<file path="src/rtl/hs_link.sv">
// hs_link: registered request/acknowledge link with a source half and a sink half.
// The source carries its own transfer counter as payload. It supports four-phase
// (return-to-zero) or two-phase (toggle) signalling. It counts completed transfers
// and keeps a sticky protocol-violation flag.
//
// Parameters:
//   WIDTH     payload / counter width (>= 1)
//   ACK_DELAY extra cycles the sink waits before acknowledging (0..15)
//   TWO_PHASE 0 = four-phase, 1 = two-phase
// Ports:
//   clk, rst_n         clock, asynchronous active-low reset
//   en                 source may start new transfers while high
//   req_o, data_o      source request and payload
//   ack_i              acknowledge seen by the source
//   req_i, data_i      request and payload seen by the sink
//   ack_o              sink acknowledge
//   rx_data, rx_valid  last captured payload, one-cycle pulse on update
//   done_count         completed source transfers (wraps)
//   busy               source has an open transfer
//   err                sticky protocol-violation flag
module hs_link #(
  parameter int WIDTH     = 8,
  parameter int ACK_DELAY = 0,
  parameter bit TWO_PHASE = 1'b0
) (
  input  logic             clk,
  input  logic             rst_n,
  input  logic             en,
  output logic             req_o,
  output logic [WIDTH-1:0] data_o,
  input  logic             ack_i,
  input  logic             req_i,
  input  logic [WIDTH-1:0] data_i,
  output logic             ack_o,
  output logic [WIDTH-1:0] rx_data,
  output logic             rx_valid,
  output logic [WIDTH-1:0] done_count,
  output logic             busy,
  output logic             err
);

  // In two-phase mode SRC_WAIT_HI doubles as the single WAIT state.
  typedef enum logic [1:0] {SRC_IDLE, SRC_WAIT_HI, SRC_WAIT_LO} src_state_t;
  typedef enum logic [1:0] {SNK_IDLE, SNK_DLY, SNK_HOLD} snk_state_t;

  // The sink answers directly from IDLE when there is no delay, so the counter
  // is loaded with one less than the delay to keep ack at edge 2+ACK_DELAY.
  localparam logic [3:0] DLY_LOAD = (ACK_DELAY > 0) ? 4'(ACK_DELAY - 1) : 4'd0;

  src_state_t       src_state, src_next;
  logic             req_q, req_next;
  logic [WIDTH-1:0] xfer_cnt, xfer_next;
  logic             ack_prev;
  logic             src_err;

  snk_state_t       snk_state, snk_next;
  logic             ack_q, ack_next;
  logic [3:0]       dly_cnt, dly_next;
  logic [WIDTH-1:0] cap_q, cap_next;
  logic [WIDTH-1:0] rx_data_q, rx_data_next;
  logic             rx_valid_q, rx_valid_next;
  logic             snk_err;
  logic             snk_trig;
  logic             ack_answer;
  logic             err_q;

  // Source: the payload counter doubles as the completion counter.
  // A completion and a fresh request may share the same edge.
  always_comb begin
    src_next  = src_state;
    req_next  = req_q;
    xfer_next = xfer_cnt;
    src_err   = 1'b0;
    if (TWO_PHASE) begin
      // An ack change is only expected while ack and req disagree.
      src_err = (ack_i != ack_prev) && (ack_prev == req_q);
      case (src_state)
        SRC_IDLE: begin
          if (en) begin
            req_next = ~req_q;
            src_next = SRC_WAIT_HI;
          end
        end
        SRC_WAIT_HI: begin
          if (ack_i == req_q) begin
            xfer_next = xfer_cnt + WIDTH'(1);
            if (en) req_next = ~req_q;
            else    src_next = SRC_IDLE;
          end
        end
        default: src_next = SRC_IDLE;
      endcase
    end else begin
      src_err = (ack_i && !ack_prev && (src_state != SRC_WAIT_HI)) ||
                (!ack_i && ack_prev && (src_state != SRC_WAIT_LO));
      case (src_state)
        SRC_IDLE: begin
          if (en) begin
            req_next = 1'b1;
            src_next = SRC_WAIT_HI;
          end
        end
        SRC_WAIT_HI: begin
          if (ack_i) begin
            req_next = 1'b0;
            src_next = SRC_WAIT_LO;
          end
        end
        SRC_WAIT_LO: begin
          if (!ack_i) begin
            xfer_next = xfer_cnt + WIDTH'(1);
            if (en) begin
              req_next = 1'b1;
              src_next = SRC_WAIT_HI;
            end else begin
              src_next = SRC_IDLE;
            end
          end
        end
        default: src_next = SRC_IDLE;
      endcase
    end
  end

  assign snk_trig   = TWO_PHASE ? (req_i != ack_q) : req_i;
  assign ack_answer = TWO_PHASE ? ~ack_q : 1'b1;

  // Sink: capture on request, optionally wait, then answer.
  // Four-phase holds the ack until the request returns to zero.
  always_comb begin
    snk_next      = snk_state;
    ack_next      = ack_q;
    dly_next      = dly_cnt;
    cap_next      = cap_q;
    rx_data_next  = rx_data_q;
    rx_valid_next = 1'b0;
    snk_err       = 1'b0;
    case (snk_state)
      SNK_IDLE: begin
        if (snk_trig) begin
          if (ACK_DELAY == 0) begin
            ack_next      = ack_answer;
            rx_data_next  = data_i;
            rx_valid_next = 1'b1;
            snk_next      = TWO_PHASE ? SNK_IDLE : SNK_HOLD;
          end else begin
            cap_next = data_i;
            dly_next = DLY_LOAD;
            snk_next = SNK_DLY;
          end
        end
      end
      SNK_DLY: begin
        // Four-phase request must stay up until it has been acknowledged.
        if (!TWO_PHASE && !req_i) snk_err = 1'b1;
        if (dly_cnt == 4'd0) begin
          ack_next      = ack_answer;
          rx_data_next  = cap_q;
          rx_valid_next = 1'b1;
          snk_next      = TWO_PHASE ? SNK_IDLE : SNK_HOLD;
        end else begin
          dly_next = dly_cnt - 4'd1;
        end
      end
      SNK_HOLD: begin
        if (!req_i) begin
          ack_next = 1'b0;
          snk_next = SNK_IDLE;
        end
      end
      default: snk_next = SNK_IDLE;
    endcase
  end

  // All state registers; every output is driven from here, so no input
  // reaches an output combinationally.
  always_ff @(posedge clk or negedge rst_n) begin
    if (!rst_n) begin
      src_state  <= SRC_IDLE;
      req_q      <= 1'b0;
      xfer_cnt   <= '0;
      ack_prev   <= 1'b0;
      snk_state  <= SNK_IDLE;
      ack_q      <= 1'b0;
      dly_cnt    <= 4'd0;
      cap_q      <= '0;
      rx_data_q  <= '0;
      rx_valid_q <= 1'b0;
      err_q      <= 1'b0;
    end else begin
      src_state  <= src_next;
      req_q      <= req_next;
      xfer_cnt   <= xfer_next;
      ack_prev   <= ack_i;
      snk_state  <= snk_next;
      ack_q      <= ack_next;
      dly_cnt    <= dly_next;
      cap_q      <= cap_next;
      rx_data_q  <= rx_data_next;
      rx_valid_q <= rx_valid_next;
      err_q      <= err_q | src_err | snk_err;
    end
  end

  assign req_o      = req_q;
  assign data_o     = xfer_cnt;
  assign done_count = xfer_cnt;
  assign busy       = (src_state != SRC_IDLE);
  assign ack_o      = ack_q;
  assign rx_data    = rx_data_q;
  assign rx_valid   = rx_valid_q;
  assign err        = err_q;

endmodule

</file>
<file path="config.mk">
export PLATFORM = sky130hd
export DESIGN_NAME = hs_link
export DESIGN_NICKNAME = d
export VERILOG_FILES = /design/src/rtl/hs_link.sv
export SDC_FILE = /design/constraint.sdc
export NUM_CORES = 1
export LEC_CHECK = 0
export ABC_AREA = 1
export CAP_MARGIN = 10
export CORE_MARGIN = 2
export CORE_UTILIZATION = 45
export CTS_CLUSTER_SIZE = 28
export DETAILED_ROUTE_END_ITERATION = 16
export PLACE_DENSITY = 0.82
export SLEW_MARGIN = 40
export SYNTH_ARGS = -nofsm -noshare
export SYNTH_HDL_FRONTEND = slang
export SYNTH_SLANG_ARGS = --single-unit
</file>
<file path="constraint.sdc">
create_clock -name clk -period 2.1 [get_ports clk]
set_input_delay 0.42 -clock clk [delete_from_list [all_inputs] [get_ports clk]]
set_output_delay 0.42 -clock clk [all_outputs]
set_load 0.02 [all_outputs]
</file>
==> flow_summary.json <==
{
  "dpl.hpwl_um": 1540,
  "hold_viol_final": 0,
  "htreeDepth": 1,
  "place.gp.congestion": 0.837,
  "cp-start-kind": "flip-flop",
  "fp.dieW_um": 52.6,
  "worst_slack_ns": 0.153,
  "cts_hold_buffers": 0,
  "start_util": 0.480,
  "root_buffer": "clkbuf_4",
  "postRouteAntennaNets": 0,
  "wl_per_cell_um": 11.7,
  "timing.hold.ws_ns": 0.453,
  "status": "complete, no violations",
  "n_antenna_cell": 0,
  "drive_gt1_frac": 0.129,
  "required_ns": 1.68,
  "cp.arrival_ns": 1.53,
  "clk_path_buf_depth": 2,
  "totalWireLength_um": 1960,
  "netlist-cell-type-count": 17,
  "hold_class": "input pin to asynchronous set/reset pin",
  "drv_cap": 0,
  "ys_ff_latch": 23,
  "grt_pass1_vias": 828,
  "crit_fanout": 4,
  "max_freq_ghz": 0.514,
  "synth.avg_cell_area_um2": 10.4,
  "core_area_um2": 2210,
  "die_area_um2": 2770,
  "grt_first_pass_wirelength_um": 3370,
  "cts_resized": 0,
  "vias": 795,
  "io_pins": 42,
  "drv_slew": 0,
  "power_density_nw_per_um2": 1200,
  "period_share": 0.927,
  "via_per_inst": 4.76,
  "grt_start_max_net_pins": 24,
  "cts_buffers": 3,
  "layout_commonest_cell": "clkdlybuf4s50_1",
  "rsz0062_at_grt": "false",
  "antenna_found_initial": 0,
  "rows": 17,
  "fp.dieH_um": 52.6,
  "tightestPinTransition_ns": 0.359,
  "first_iter_violations": 4,
  "place_ws_ns": 0.320,
  "synth_nets": 117,
  "clkTransAtPathRegs_ns": 0.13,
  "firstDrtPassIters": 4,
  "portBuffers": 41,
  "cp-end-kind": "output pin",
  "grt-ovfl-total": 0,
  "p_int_mw": 1.11,
  "clk_latency_ns": 0.30,
  "switchingPower_uw": 657,
  "ir_worst_vdd_mv": 0.734,
  "synthCells": 102,
  "syn_to_final_growth_pct": 39.0,
  "syn_area_um2": 1060,
  "p_clk_frac": 0.112,
  "setup_viol": 0,
  "drc": 0,
  "p_sw_frac": 0.372,
  "seq_power_share": 0.400,
  "mostFrequentLayoutCells": "clkdlybuf4s50_1, dfrtp_1, nand2_1",
  "max_slew_margin": 0.761,
  "track_usage": 0.166,
  "cts_tree": "done",
  "fin_skew_ns": 0.0114,
  "p_leak_nw": 0.678,
  "fin_nets": 155,
  "power_frac_comb": 0.488,
  "fin_setup_tns_ns": 0,
  "postCtsSetupBuffers": 0,
  "crit_type": "flip-flop to output pin",
  "synth-seq-area-share": 0.542,
  "clkSinkCount": 23,
  "period_needed_ns": 1.95,
  "yosysWarnings": 0
}
## power by group through the flow
stage	clock (mW)	combinational [mW]	sequential [mW]
2_1_floorplan	0	0.329	0.868
3_3_place_gp	0	0.854	0.709
3_5_place_dp	0	0.870	0.714
4_1_cts	0.206	0.872	0.710
5_1_grt	0.228	0.918	0.732
6_report	0.198	0.864	0.707
## logic make-up (layout without fill, tap and decap cells)
logic type                 count (synthesis)  in the layout  synth area share
and+or+nand+nor                           37             37             0.178
DFF                                       23             23             0.542
buffers and inverters                     23             60             0.111
muxes                                      8              8            0.0848
xor gates and xnor gates                   5              5            0.0412
AOI/OAI and AO/OA                          4              4            0.0200
adders and majority gates                  2              2            0.0236
## final timing paths
check	start	endpoint	slack (ns)	cells past startpoint
max	src_state[1]$_DFFE_PN0P_	busy	0.15	3
min	rst_n	src_state[0]$_DFFE_PN0P_	0.45	2
max reg2reg	snk_state[1]$_DFFE_PN0P_	rx_data[3]$_DFFE_PN0P_	0.75	3
min reg2reg	err$_DFF_PN0_	err$_DFF_PN0_	0.50	2
max in group asynchronous	rst_n	data_o[7]$_DFFE_PN0P_	1.41	2
min in group clk	err$_DFF_PN0_	err$_DFF_PN0_	0.50	2
## metrics by stage
step	power [mW]	cells	util	cell area, um^2
4_1_cts	1.79	167	0.667	1480
6_report	1.77	167	0.667	1480
5_1_grt	1.88	167	0.667	1480
3_5_place_dp	1.58	163	0.656	1450
3_3_place_gp	1.56	163	0.656	1450
2_1_floorplan	1.20	102	-	1060
## per-layer routing
layer,global-route usage,vias to the layer above,routed length (um)
li1,-,385,-
met4,0.0385,0,0
met1,0.185,376,813
met5,0,-,0
met2,0.315,34,1010
met3,0.0400,0,133
## registers in the layout, summed over array words and instances, names as in the netlist
signal,flops
src_state,2
err,1
ack_prev,1
req_o,1
rx_data,8
data_o,8
snk_state,1
rx_valid,1
## cells in the mapped netlist
cell     number  area (um^2)
dfrtp_1      23          576
nand2_1      18         67.6
inv_1        13         48.8
nand3_1       9         45.0
buf_4         8         60.1
mux2_2        8         90.1
nor2_1        5         18.8
a21oi_1       3         15.0
nor2_4        3         33.8
xnor2_1       3         26.3
ha_1          2         25.0
xor2_1        2         17.5
buf_2         1         5.00
inv_2         1         3.75
nand2_2       1         6.26
nand3_4       1         17.5
o22ai_1       1         6.26
## area by class of cell
cell class	count	area, um^2
timing repair buffer	42	418
inverter	14	52.6
clock buffer	4	26.3
fill	173	736
tap	28	35.0
multi-input combinational	56	369
sequential	23	576
## worst max-delay path, cell delays in order, from the launching register on
cell and delay (ns):
dfrtp_1 0.47, inv_1 0.09, nand2_1 0.07, clkdlybuf4s50_1 0.60
Note: power is estimated with default switching activity, not from simulation.
